<file path="src/rtl/cpu_pkg.sv">
// Purpose: shared ISA and FSM definitions for the multi-cycle 16-bit CPU core.
// Latency: n/a (types and constants only).
// Backpressure: n/a.
// Contents: opcode-class and FSM state enums, SYS sub-codes, instruction field
// bit positions, and the index of the register that aliases the PC.
package cpu_pkg;

    typedef enum logic [1:0] {
        CLS_SYS = 2'b00,
        CLS_SET = 2'b01,
        CLS_MEM = 2'b10,
        CLS_ALU = 2'b11
    } op_class_e;

    typedef enum logic [1:0] {
        ST_FETCH = 2'd0,
        ST_EXEC  = 2'd1,
        ST_MEM   = 2'd2,
        ST_HALT  = 2'd3
    } state_e;

    // SYS sub-codes in ir[2:0]; 101..111 are no-ops.
    localparam logic [2:0] SYS_HALT  = 3'd0;
    localparam logic [2:0] SYS_SET_Z = 3'd1;
    localparam logic [2:0] SYS_CLR_Z = 3'd2;
    localparam logic [2:0] SYS_SET_C = 3'd3;
    localparam logic [2:0] SYS_CLR_C = 3'd4;

    // Instruction field positions.
    localparam int ClsHi   = 15;
    localparam int ClsLo   = 14;
    localparam int RdHi    = 13;
    localparam int RdLo    = 11;
    localparam int RaHi    = 10;
    localparam int RaLo    = 8;
    localparam int RbHi    = 7;
    localparam int RbLo    = 5;
    localparam int ImmHi   = 10;
    localparam int LoadBit = 7;
    localparam int OffHi   = 6;
    localparam int SysHi   = 2;
    localparam int AluOpHi = 4;

    // r7 is not stored; it reads and writes the program counter.
    localparam logic [2:0] PcReg = 3'd7;

endpackage

</file>
<file path="src/rtl/cpu_regfile.sv">
// Purpose: 8-entry register file with r7 aliased onto the program counter.
// Latency: reads are combinational; writes and PC updates land on the next clk edge.
// Backpressure: none; the core only asserts wr_en/retire when an instruction commits.
// Ports: two read ports (rd_a/rd_b), one write port, a debug read port,
// retire (advance PC by one) and pc_o (current PC).
module cpu_regfile import cpu_pkg::*; #(
    parameter int          DataWidth = 16,
    parameter int          AddrWidth = 16,
    parameter int unsigned ResetPc   = 0
) (
    input  logic                 clk,
    input  logic                 rstN,
    input  logic [2:0]           rd_a_addr,
    output logic [DataWidth-1:0] rd_a_dat,
    input  logic [2:0]           rd_b_addr,
    output logic [DataWidth-1:0] rd_b_dat,
    input  logic                 wr_en,
    input  logic [2:0]           wr_addr,
    input  logic [DataWidth-1:0] wr_dat,
    input  logic                 retire,
    input  logic [2:0]           dbg_addr,
    output logic [DataWidth-1:0] dbg_dat,
    output logic [AddrWidth-1:0] pc_o
);

    // Entry 7 of the array is never written; reads of r7 are steered to pc_q.
    logic [DataWidth-1:0] regs_q [8];
    logic [DataWidth-1:0] regs_d [8];
    logic [AddrWidth-1:0] pc_q;
    logic [AddrWidth-1:0] pc_d;
    logic                 pc_wr;

    assign pc_wr = wr_en && (wr_addr == PcReg);

    always_comb begin
        regs_d = regs_q;
        if (wr_en && !pc_wr) begin
            regs_d[wr_addr] = wr_dat;
        end
        // A write to r7 redirects the next fetch and suppresses the increment.
        pc_d = pc_q;
        if (pc_wr) begin
            pc_d = wr_dat[AddrWidth-1:0];
        end else if (retire) begin
            pc_d = pc_q + AddrWidth'(1);
        end
    end

    always_ff @(posedge clk or negedge rstN) begin
        if (!rstN) begin
            for (int i = 0; i < 8; i++) begin
                regs_q[i] <= '0;
            end
            pc_q <= AddrWidth'(ResetPc);
        end else begin
            regs_q <= regs_d;
            pc_q   <= pc_d;
        end
    end

    assign rd_a_dat = (rd_a_addr == PcReg) ? DataWidth'(pc_q) : regs_q[rd_a_addr];
    assign rd_b_dat = (rd_b_addr == PcReg) ? DataWidth'(pc_q) : regs_q[rd_b_addr];
    assign dbg_dat  = (dbg_addr  == PcReg) ? DataWidth'(pc_q) : regs_q[dbg_addr];
    assign pc_o     = pc_q;

endmodule

</file>
<file path="src/rtl/cpu_core.sv">
// Purpose: multi-cycle fetch/execute/memory core for the 16-bit SYS/SET/MEM/ALU ISA.
// Latency: SYS/SET/ALU 2 cycles, MEM 3 cycles with zero-wait memories; +1 per wait cycle.
// Backpressure: fetch waits for imemValid, MEM waits for dmemAck with request fields held stable.
// Ports: run/step debug control, instruction and data memory handshakes,
// external ALU operand/result ports, flags, halted, retire pulse, pc, debug register read.
module cpu_core import cpu_pkg::*; #(
    parameter int          DataWidth = 16,   // >= 16
    parameter int          AddrWidth = 16,   // <= DataWidth
    parameter int unsigned ResetPc   = 0
) (
    input  logic                 clk,
    input  logic                 rstN,
    input  logic                 runEn,
    input  logic                 stepReq,
    output logic                 imemReq,
    output logic [AddrWidth-1:0] imemAddr,
    input  logic                 imemValid,
    input  logic [15:0]          imemData,
    output logic                 dmemReq,
    output logic                 dmemWe,
    output logic [AddrWidth-1:0] dmemAddr,
    output logic [DataWidth-1:0] dmemWdata,
    input  logic                 dmemAck,
    input  logic [DataWidth-1:0] dmemRdata,
    output logic [DataWidth-1:0] aluA,
    output logic [DataWidth-1:0] aluB,
    output logic [4:0]           aluOp,
    output logic                 aluEnable,
    input  logic [DataWidth:0]   aluOut,
    input  logic                 aluZero,
    input  logic                 aluCarry,
    input  logic                 aluCondMet,
    output logic                 zeroFlag,
    output logic                 carryFlag,
    output logic                 halted,
    output logic                 retire,
    output logic [AddrWidth-1:0] pc,
    input  logic [2:0]           dbgAddr,
    output logic [DataWidth-1:0] dbgData
);

    state_e               state_q, state_d;
    logic [15:0]          ir_q, ir_d;
    logic                 zero_q, zero_d;
    logic                 carry_q, carry_d;
    logic                 step_q, step_d;

    op_class_e            cls;
    logic                 fetch_go;
    logic                 fetch_done;
    logic                 retire_c;
    logic                 alu_en;
    logic                 wr_en;
    logic [DataWidth-1:0] wr_dat;
    logic [2:0]           rd_b_addr;
    logic [DataWidth-1:0] rd_a_dat;
    logic [DataWidth-1:0] rd_b_dat;

    // Carry arrives separately on aluCarry; the result MSB is not needed.
    logic                 unused_alu_msb;
    assign unused_alu_msb = aluOut[DataWidth];

    assign cls        = op_class_e'(ir_q[ClsHi:ClsLo]);
    assign fetch_go   = (state_q == ST_FETCH) && (runEn || step_q);
    assign fetch_done = fetch_go && imemValid;

    // Port B reads the store source in MEM and the second ALU operand otherwise.
    assign rd_b_addr = (state_q == ST_MEM) ? ir_q[RdHi:RdLo] : ir_q[RbHi:RbLo];

    always_comb begin
        state_d  = state_q;
        ir_d     = ir_q;
        zero_d   = zero_q;
        carry_d  = carry_q;
        step_d   = step_q;
        retire_c = 1'b0;
        alu_en   = 1'b0;
        wr_en    = 1'b0;
        wr_dat   = '0;

        // A step landing in the same cycle as a completing fetch is kept for the next one.
        if (fetch_done) begin
            step_d = 1'b0;
        end
        if (stepReq && !runEn && (state_q != ST_HALT)) begin
            step_d = 1'b1;
        end

        case (state_q)
            ST_FETCH: begin
                if (fetch_done) begin
                    ir_d    = imemData;
                    state_d = ST_EXEC;
                end
            end
            ST_EXEC: begin
                state_d  = ST_FETCH;
                retire_c = 1'b1;
                case (cls)
                    CLS_SYS: begin
                        case (ir_q[SysHi:0])
                            SYS_HALT:  state_d = ST_HALT;
                            SYS_SET_Z: zero_d  = 1'b1;
                            SYS_CLR_Z: zero_d  = 1'b0;
                            SYS_SET_C: carry_d = 1'b1;
                            SYS_CLR_C: carry_d = 1'b0;
                            default:   ;
                        endcase
                    end
                    CLS_SET: begin
                        wr_en  = 1'b1;
                        wr_dat = DataWidth'(ir_q[ImmHi:0]);
                    end
                    CLS_ALU: begin
                        alu_en = 1'b1;
                        if (aluCondMet) begin
                            wr_en   = 1'b1;
                            wr_dat  = aluOut[DataWidth-1:0];
                            zero_d  = aluZero;
                            carry_d = aluCarry;
                        end
                    end
                    CLS_MEM: begin
                        retire_c = 1'b0;
                        state_d  = ST_MEM;
                    end
                    default: ;
                endcase
            end
            ST_MEM: begin
                if (dmemAck) begin
                    retire_c = 1'b1;
                    state_d  = ST_FETCH;
                    if (ir_q[LoadBit]) begin
                        wr_en  = 1'b1;
                        wr_dat = dmemRdata;
                    end
                end
            end
            ST_HALT: ;
            default: state_d = ST_FETCH;
        endcase
    end

    always_ff @(posedge clk or negedge rstN) begin
        if (!rstN) begin
            state_q <= ST_FETCH;
            ir_q    <= '0;
            zero_q  <= 1'b0;
            carry_q <= 1'b0;
            step_q  <= 1'b0;
        end else begin
            state_q <= state_d;
            ir_q    <= ir_d;
            zero_q  <= zero_d;
            carry_q <= carry_d;
            step_q  <= step_d;
        end
    end

    cpu_regfile #(
        .DataWidth (DataWidth),
        .AddrWidth (AddrWidth),
        .ResetPc   (ResetPc)
    ) u_regfile (
        .clk       (clk),
        .rstN      (rstN),
        .rd_a_addr (ir_q[RaHi:RaLo]),
        .rd_a_dat  (rd_a_dat),
        .rd_b_addr (rd_b_addr),
        .rd_b_dat  (rd_b_dat),
        .wr_en     (wr_en),
        .wr_addr   (ir_q[RdHi:RdLo]),
        .wr_dat    (wr_dat),
        .retire    (retire_c),
        .dbg_addr  (dbgAddr),
        .dbg_dat   (dbgData),
        .pc_o      (pc)
    );

    // FETCH is the reset state, so the fetch request is also masked by rstN
    // to keep it low while reset is held.
    assign imemReq   = rstN && fetch_go;
    assign imemAddr  = pc;
    assign dmemReq   = rstN && (state_q == ST_MEM);
    assign dmemWe    = dmemReq && !ir_q[LoadBit];
    assign dmemAddr  = rd_a_dat[AddrWidth-1:0] + AddrWidth'(ir_q[OffHi:0]);
    assign dmemWdata = rd_b_dat;
    assign aluA      = rd_a_dat;
    assign aluB      = rd_b_dat;
    assign aluOp     = ir_q[AluOpHi:0];
    assign aluEnable = alu_en;
    assign zeroFlag  = zero_q;
    assign carryFlag = carry_q;
    assign halted    = (state_q == ST_HALT);
    assign retire    = retire_c;

endmodule
</file>
<file path="config.mk">
export PLATFORM = sky130hd
export DESIGN_NAME = cpu_core
export DESIGN_NICKNAME = d
export VERILOG_FILES = /design/src/rtl/cpu_pkg.sv /design/src/rtl/cpu_regfile.sv /design/src/rtl/cpu_core.sv
export SDC_FILE = /design/constraint.sdc
export NUM_CORES = 1
export LEC_CHECK = 0
export BUFFER_PORTS_ARGS = -buffer_cell sky130_fd_sc_hd__buf_2
export CAP_MARGIN = 20
export CORE_MARGIN = 2
export CORE_UTILIZATION = 57
export CTS_CLUSTER_DIAMETER = 30
export DETAILED_ROUTE_END_ITERATION = 6
export PLACE_DENSITY_LB_ADDON = 0.1
export SLEW_MARGIN = 10
export SYNTH_ARGS = -nofsm -noshare
export SYNTH_HDL_FRONTEND = slang
export SYNTH_SLANG_ARGS = --single-unit
</file>
<file path="constraint.sdc">
create_clock -name clk -period 4.6 [get_ports clk]
set_input_delay 0.46 -clock clk [delete_from_list [all_inputs] [get_ports clk]]
set_output_delay 0.46 -clock clk [all_outputs]
set_load 0.01 [all_outputs]
</file>
==> results of run 1 <==
power groups by stage:
| stage | combinational (mW) | sequential (mW) | clock, mW |
|---|---|---|---|
| global placement | 0.0925 | 1.34 | 0 |
| global route | 0.101 | 1.31 | 1.41 |
| finish | 0.0915 | 1.31 | 1.34 |
| floorplan | 0.0285 | 1.34 | 0 |
| detailed placement | 0.0928 | 1.34 | 0 |
| CTS | 0.0937 | 1.31 | 1.36 |
final timing paths:
check	start	endpoint	slack, ns	cells past startpoint
setup / recovery	ir_q[8]$_DFFE_PN0P_	dmemAddr[12]	0.29	10
hold / removal	stepReq	step_q$_DFFE_PN0P_	0.24	2
setup reg to reg	state_q[0]$_DFFE_PN0P_	u_regfile.regs_q[27]$_DFFE_PN0P_	1.68	8
hold reg to reg	zeroFlag$_DFFE_PN0P_	zeroFlag$_DFFE_PN0P_	0.48	1
max in group asynchronous	rstN	ir_q[8]$_DFFE_PN0P_	2.98	3
min in group asynchronous	rstN	u_regfile.regs_q[17]$_DFFE_PN0P_	0.48	2
layer usage:
metal | wire (µm) | track usage | vias to the layer above | share of wire
met5 | 0 | 0 | - | 0
met2 | 12940 | 0.4760 | 401 | 0.48
li1 | - | - | 3443 | -
met3 | 2037 | 0.06003 | 60 | 0.075
met1 | 11350 | 0.4223 | 3891 | 0.42
met4 | 894 | 0.1267 | 0 | 0.033
stage by stage:
stage | worst slack, ns | hold WS [ns] | util
2_1_floorplan | 0.9155 | 0.1644 | -
3_3_place_gp | 0.4766 | 0.3836 | 0.6254
3_5_place_dp | 0.3952 | 0.3813 | 0.6254
4_1_cts | 0.1186 | 0.2353 | 0.6588
5_1_grt | 0.06315 | 0.2480 | 0.6592
6_report | 0.2870 | 0.2437 | 0.6592
layout make-up:
cell class | instances | area share
well taps | 225 | 0.02486
flip-flops and latches | 149 | 0.3296
repair buffers | 208 | 0.09802
inverters | 14 | 0.004641
clock buffers | 24 | 0.04343
clock inverters | 8 | 0.006410
multi-input cells | 599 | 0.4930
flip-flops by register name (all words and copies together) (netlist names):
name and flops:
state_q 2, carryFlag 1, u_regfile.regs_q 112, u_regfile.pc_o 16, step_q 1, zeroFlag 1
ir_q 16
timing repair:
item | CTS | global route
resized for setup | 1 | 2
endpoints found under the setup margin | 2 | 3
endpoints found under the hold margin | 35 | 0
hold buffers | 1 | 0
cells by family after synthesis:
logic type	count (synthesis)
and+or+nand+nor	193
AOI/OAI and AO/OA	180
muxes	179
DFF	149
buffers and inverters	116
xor gates and xnor gates	29
adders and majority gates	18
cell usage after synthesis (all sizes together), types with 4 or more instances:
cell type and count:
nand2 62, nor2b 4, dfrtp 149, o21ai 55, nor3 7, inv 13
mux2 62, o2111ai 4, o21a 4, and2 6, a22oi 16, xor2 6
a21oi 84, mux4 96, buf 84, ha 17, mux2i 21, clkbuf 18
nand3 6, xnor2 23, nor2 83
placed cells by master (no fill, tap or decap), drive strengths merged, types with 4 or more instances in the layout:
master and n:
mux2i 21, nor2b 4, o21ai 55, clkbuf 24, a22oi 16, mux4 96
o21a 4, nand3 6, mux2 62, inv 14, dfrtp 149, o2111ai 4
xor2 6, nor3 7, clkinv 7, a21oi 84, nand2 62, buf 207
and2 6, nor2 83, ha 17, xnor2 23
==> impl_metrics.ini, run 1 <==
[outcome]
outcome = complete, no violations

[logic_synthesis]
synth_edf_count = 0
synth.net_count = 943
synthTopCellsByArea = dfrtp_1, mux4_2, mux2_2
synthesis.area_mm2 = 0.009972
synth_compound_area_frac = 0.1038
synth_top_area_cell = dfrtp_1
synthCells = 864
synthDistinctLibCells = 59
ys_ff_latch = 149
avgSynthCellArea_um2 = 11.54
synth_xor_area_frac = 0.02547
ys_seq_area_frac = 0.3739
synth_top_family_by_area = multiplexers
async_flop_share = 1.000
synth.area.mux_share = 0.3161
yosysWarnings = 0
synth-simple-area-share = 0.08821
synth_top_area_frac = 0.3739
ys.flop_type = dfrtp_1
synth_adder_area_share = 0.02334

[setup_path]
cpMaxStageDelayCell = dfrtp_4
critPathArrivalTime_ns = 3.85
crit_family = multiplexers
worstPathMaxFanout = 10
crit_path_start_kind = register
crit_path_cell_trace = buf_4, mux4_2, mux2_2, fa_1, a211o_1, a21oi_1, o21ai_2, nand4_1, xnor2_1, buf_2
crit_type = register to primary output
critPathBufInv = 2
critPathCaptureType = primary output
critPathMaxStageDelay_ns = 0.54
cp.required_ns = 4.14

[clock_tree]
clk_pin_slew_ns = 0.06
cts_tree = built
cts_buffer_depth = 2
cts_buffers = 17
post_cts.repair.setup_buffers = 0
clock-root-buffer = clkbuf_16
cts_max_level = 4
worstSkewPairLatency_ns = 0.43
cts_sinks = 149

[power_and_ir_drop]
swShare = 0.2193
leakagePower_nw = 5.412
ir_drop_mv = 0.2719
pwr-share-seq = 0.477
switchingPower_mw = 0.6028
pwr-share-clk = 0.489
power_mw = 2.748
pwr_density_cell_mw_per_mm2 = 242.7
p_comb_frac = 0.033
p_int_mw = 2.145

[placed_design]
hpwlAfterDp_mm = 18.67
place_area_mm2 = 0.01074
gp_congestion = 0.8799
dpl.cell_count = 1194
io_buffers = 184

[run]
cap_viol_max_count = 0

[routing]
detail-route-antenna-nets = 0
wl_per_cell_um = 22.18
viasPerCell = 6.353
drcViolationCount = 0
first_pass_iters = 5
routed_wl_mm = 27.22
vias = 7795
first_iter_violations = 545

[global_routing]
grt_start_max_net_pins = 58
track_usage = 0.3050
grt_pass1_wl_mm = 41.98
grt_pass1_vias = 7327
grt_overflow = 0
antenna_found_initial = 0

[die]
chipWidth_um = 136.3
die_h_um = 136.3
initial_core_util = 0.5806
coreArea_mm2 = 0.01718
rows = 48
pin_count = 186
die_area_mm2 = 0.01857

[sta]
finalHoldViolations = 0
fin_crit_sh = 0.9376
tightest_slew_ns = 0.9709
tns_ns = 0
slew-limit-headroom = 0.3521
skew_ns = 0.01263
fmax_mhz = 231.9
setup_violations = 0
finalCriticalPeriod_ns = 4.313
maxSlewViolCount = 0
rsz0062_at_grt = false

[cells_and_area]
final_area_mm2 = 0.01132
layout-drive-gt1-share = 0.3932
syn2layout_area_growth_pct = 13.54
diodes = 0
fin_cells = 1227
seqCellArea_mm2 = 0.003732
n_fill_cell = 1380
layout.nets = 1068
multi_input_area_mm2 = 0.005582

[worst_hold_path]
hold_path_class = input port to register
(Power assumes the default switching activity.)
==> run 2, diff against run 1 <==
--- a/config.mk
+++ b/config.mk
@@ -8,10 +8,11 @@
 export BUFFER_PORTS_ARGS = -buffer_cell sky130_fd_sc_hd__buf_2
 export CAP_MARGIN = 20
 export CORE_MARGIN = 2
-export CORE_UTILIZATION = 57
+export CORE_UTILIZATION = 60
 export CTS_CLUSTER_DIAMETER = 30
 export DETAILED_ROUTE_END_ITERATION = 6
 export PLACE_DENSITY_LB_ADDON = 0.1
+export SKIP_CTS_REPAIR_TIMING = 1
 export SLEW_MARGIN = 10
 export SYNTH_ARGS = -nofsm -noshare
 export SYNTH_HDL_FRONTEND = slang
==> constraint.sdc (replaced) <==
create_clock -name clk -period 5.2 [get_ports clk]
set_input_delay 0.52 -clock clk [delete_from_list [all_inputs] [get_ports clk]]
set_output_delay 0.52 -clock clk [all_outputs]
set_load 0.01 [all_outputs]
==> impl_metrics.ini, run 2 (synthesized netlist as in run 1, its figures left out) <==
[placed_design]
dpl.cell_count = 1187
place_ws_ns = 0.9464
io_buffers = 184
hpwlAfterDp_mm = 18.62
gp_congestion = 0.8549
place_area_mm2 = 0.01072

[cells_and_area]
layout.nets = 1065
largest_reg_flops = 112
diodes = 0
fin_cells = 1217
final_cell_mix = buf_2, dfrtp_1, a21oi_1
final_common_cell = buf_2
regMostFlops = u_regfile.regs_q
fin_util = 0.6898
layout-drive-gt1-share = 0.3932
syn2layout_area_growth_pct = 13.49
final_area_mm2 = 0.01132

[sta]
setup_violations = 0
finalHoldViolations = 0
finalCriticalPeriod_ns = 4.722
slew-limit-headroom = 0.2853
rsz0062_at_grt = false
skew_ns = 0.007914
tightest_slew_ns = 1.050
maxSlewViolCount = 0
hold_ws_ns = 0.1616
fin_crit_sh = 0.9082
tns_ns = 0
fin_ws_ns = 0.4776
fmax_mhz = 211.8

[worst_hold_path]
hold_path_class = input port to async pin

[die]
rows = 47
pin_count = 186
die_h_um = 132.9
coreArea_mm2 = 0.01641
chipWidth_um = 132.9
die_area_mm2 = 0.01767
initial_core_util = 0.6078

[global_routing]
grt_pass1_wl_mm = 42.26
grt_pass1_vias = 7621
grt_overflow = 0
grt_start_max_net_pins = 85
antenna_found_initial = 0
track_usage = 0.3174

[routing]
vias = 7808
first_pass_iters = 5
first_iter_violations = 681
wl_per_cell_um = 22.35
routed_wl_mm = 27.19
viasPerCell = 6.416
drcViolationCount = 0
detail-route-antenna-nets = 0

[clock_tree]
clock-root-buffer = clkbuf_16
worstSkewPairLatency_ns = 0.42
cts_buffer_depth = 2
cts_tree = built
cts_max_level = 4
cts_sinks = 149
cts_buffers = 17
clk_pin_slew_ns = 0.06

[setup_path]
crit_type = register to primary output
worstRegToRegCells = 9
worstPathMaxFanout = 21
critPathArrivalTime_ns = 4.20
crit_path_start_kind = register
cp.required_ns = 4.68
critPathCaptureType = primary output

[run]
cap_viol_max_count = 0

[power_and_ir_drop]
ir_drop_mv = 0.2055
pwr_density_cell_mw_per_mm2 = 219.7
leakagePower_nw = 5.404
power_mw = 2.486

[outcome]
outcome = complete, no violations
==> run 2: cell types whose count changed in the layout (fill, tap and decap cells not counted) <==
cell / change
buf_4: -2
bufinv_16: +2
clkbuf_1: -3
clkbuf_8: -1
clkinv_4: -1
clkinvlp_4: +2
dfrtp_2: +1
dfrtp_4: -1
dlygate4sd3_1: -1
inv_6: -1
o21ai_0: +1
o21ai_2: -1
==> run 2: where the power goes <==
group	internal, mW	switching, mW	total (mW)
clock network	0.782	0.464	1.25
registers	1.16	0.000480	1.16
logic	0.0296	0.0494	0.0790
total	1.97	0.514	2.49
==> run 2: final timing paths <==
check,startpoint,slack (ns),to
worst max-delay path,ir_q[8]$_DFFE_PN0P_,0.48,dmemAddr[12]
worst min-delay path,rstN,0.16,u_regfile.regs_q[62]$_DFFE_PN0P_
worst max register to register,state_q[0]$_DFFE_PN0P_,1.83,u_regfile.regs_q[37]$_DFFE_PN0P_
worst min register to register,zeroFlag$_DFFE_PN0P_,0.49,zeroFlag$_DFFE_PN0P_
max in group asynchronous,rstN,3.65,ir_q[8]$_DFFE_PN0P_
min in group clk,stepReq,0.31,step_q$_DFFE_PN0P_
==> run 2: critical path: stages (launching register included) <==
cell	delay, ns
dfrtp_2	0.56
buf_4	0.45
mux4_2	0.55
mux2_2	0.30
ha_1	0.34
o21a_1	0.16
a21oi_1	0.08
o21ai_0	0.78
nand4_1	0.23
xnor2_1	0.17
buf_2	0.14
==> run 2: cell type report <==
type	count	area [µm²]
fill	1196	5090
inverter	14	52.55
clock inverter	10	130.1
sequential	149	3730
multi-input combinational	599	5578
tap	220	275.3
clock buffer	20	466.7
timing repair buffer	205	1085
==> run 2: metal layers <==
| metal | vias to the layer above | wire, µm | global-route usage | share of wire |
|---|---|---|---|---|
| met2 | 371 | 13270 | 0.5089 | 0.49 |
| met1 | 3938 | 10840 | 0.4269 | 0.40 |
| met4 | 0 | 960 | 0.1350 | 0.035 |
| li1 | 3438 | - | - | - |
| met3 | 61 | 2125 | 0.06437 | 0.078 |
| met5 | - | 0 | 0 | 0 |
==> run 3, diff against run 2 <==
--- a/config.mk
+++ b/config.mk
@@ -6,9 +6,8 @@
 export NUM_CORES = 1
 export LEC_CHECK = 0
 export BUFFER_PORTS_ARGS = -buffer_cell sky130_fd_sc_hd__buf_2
-export CAP_MARGIN = 20
 export CORE_MARGIN = 2
-export CORE_UTILIZATION = 60
+export CORE_UTILIZATION = 37
 export CTS_CLUSTER_DIAMETER = 30
 export DETAILED_ROUTE_END_ITERATION = 6
 export PLACE_DENSITY_LB_ADDON = 0.1
==> impl_metrics.ini, run 3 (synthesized netlist as in run 1, its figures left out) <==
[setup_path]
critPathMaxStageDelay_ns = 0.56
worstPathMaxFanout = 22
critPathArrivalTime_ns = 3.99
cp.required_ns = 4.68
crit_path_cell_trace = buf_4, mux4_2, mux2_2, ha_1, o21a_1, o21a_1, o22ai_1, buf_4, and4bb_1, xor2_1, buf_2
crit_type = register to primary output
critPathCaptureType = primary output
crit_path_start_kind = register
critPathLaunch = ir_q[8]$_DFFE_PN0P_
crit_family = multiplexers
critPathBufInv = 3
timing.rr.start = state_q[0]$_DFFE_PN0P_
cpMaxStageDelayCell = dfrtp_2

[cells_and_area]
syn2layout_area_growth_pct = 14.88
final_cell_mix = buf_2, dfrtp_1, a21oi_1
layout-drive-gt1-share = 0.3962
layout.nets = 1063
largest_reg_flops = 112
seqCellArea_mm2 = 0.003730
diodes = 0
n_fill_cell = 2586
final_common_cell = buf_2
regMostFlops = u_regfile.regs_q
fin_util = 0.4287
fin_cells = 1338
multi_input_area_mm2 = 0.005584
final_area_mm2 = 0.01146

[die]
rows = 60
die_area_mm2 = 0.02828
pin_count = 186
chipWidth_um = 168.2
coreArea_mm2 = 0.02673
die_h_um = 168.2
initial_core_util = 0.3731

[sta]
hold_ws_ns = 0.05695
tightest_slew_ns = 1.028
finalCriticalPeriod_ns = 4.513
maxSlewViolCount = 0
finalHoldViolations = 0
fin_crit_sh = 0.8679
slew-limit-headroom = 0.3142
skew_ns = 0.01629
fmax_mhz = 221.6
rsz0062_at_grt = false
setup_violations = 0
fin_ws_ns = 0.6870
tns_ns = 0

[clock_tree]
cts_buffer_depth = 2
cts_max_level = 4
clk_pin_slew_ns = 0.08
clock-root-buffer = clkbuf_16
cts_buffers = 17
cts_sinks = 149
cts_tree = built
worstSkewPairLatency_ns = 0.43

[placed_design]
place_ws_ns = 1.070
io_buffers = 184
gp_congestion = 0.7864
dpl.cell_count = 1306
hpwlAfterDp_mm = 20.64
place_area_mm2 = 0.01086

[power_and_ir_drop]
pwr_density_cell_mw_per_mm2 = 219.8
swShare = 0.2424
p_int_mw = 1.908
ir_drop_mv = 0.1951
switchingPower_mw = 0.6105
pwr-share-seq = 0.460
leakagePower_nw = 5.383
power_mw = 2.518
pwr-share-clk = 0.507
p_comb_frac = 0.033

[routing]
routed_wl_mm = 30.47
vias = 7478
wl_per_cell_um = 22.77
viasPerCell = 5.589
first_iter_violations = 564
drcViolationCount = 0
detail-route-antenna-nets = 0
first_pass_iters = 7

[worst_hold_path]
hold_path_class = input port to async pin

[run]
cap_viol_max_count = 0

[global_routing]
grt_overflow = 0
track_usage = 0.2213
grt_start_max_net_pins = 56
grt_pass1_vias = 7416
grt_pass1_wl_mm = 46.56
antenna_found_initial = 0

[outcome]
outcome = complete, no violations
[run 3: path summary, 6_finish.rpt]
path	endpoint	slack [ns]	cells past startpoint
max in group asynchronous	ir_q[8]$_DFFE_PN0P_	4.04	2
min in group clk	step_q$_DFFE_PN0P_	0.30	2
max reg2reg	u_regfile.regs_q[84]$_DFFE_PN0P_	2.04	9
min	ir_q[3]$_DFFE_PN0P_	0.06	1
max	dmemAddr[15]	0.69	11
min reg2reg	zeroFlag$_DFFE_PN0P_	0.49	1
[run 3: cell type report]
type / count / area share
clock buffers: 17 / 0.03713
clock inverters: 15 / 0.01464
inverters: 14 / 0.004587
multi-input cells: 599 / 0.4874
flip-flops and latches: 149 / 0.3256
well taps: 341 / 0.03724
repair buffers: 203 / 0.09338
[run 3: power groups by stage]
| stage | Combinational [mW] | Sequential (mW) | Clock (mW) |
|---|---|---|---|
| final | 0.0821 | 1.16 | 1.28 |
| after global routing | 0.0912 | 1.16 | 1.35 |
| after CTS | 0.0851 | 1.16 | 1.29 |
| after detailed placement | 0.0852 | 1.18 | 0 |
| after global placement | 0.0854 | 1.18 | 0 |
| after floorplan | 0.0252 | 1.18 | 0 |
[run 3: routing by layer]
metal	wire length, µm	GRT usage	share of wire
met1	14510	0.3193	0.48
met2	14430	0.3541	0.47
met3	1183	0.03620	0.039
met4	339	0.04835	0.011
met5	0	0	0
[run 3: worst register-to-register path, delay by kind of cell (launching register included)]
kind | cells | cell delay [ns]
simple gates | 3 | 1.00
flops | 1 | 0.44
compound gates | 2 | 0.38
buf+inv | 3 | 0.79
fa+ha+maj | 1 | 0.47
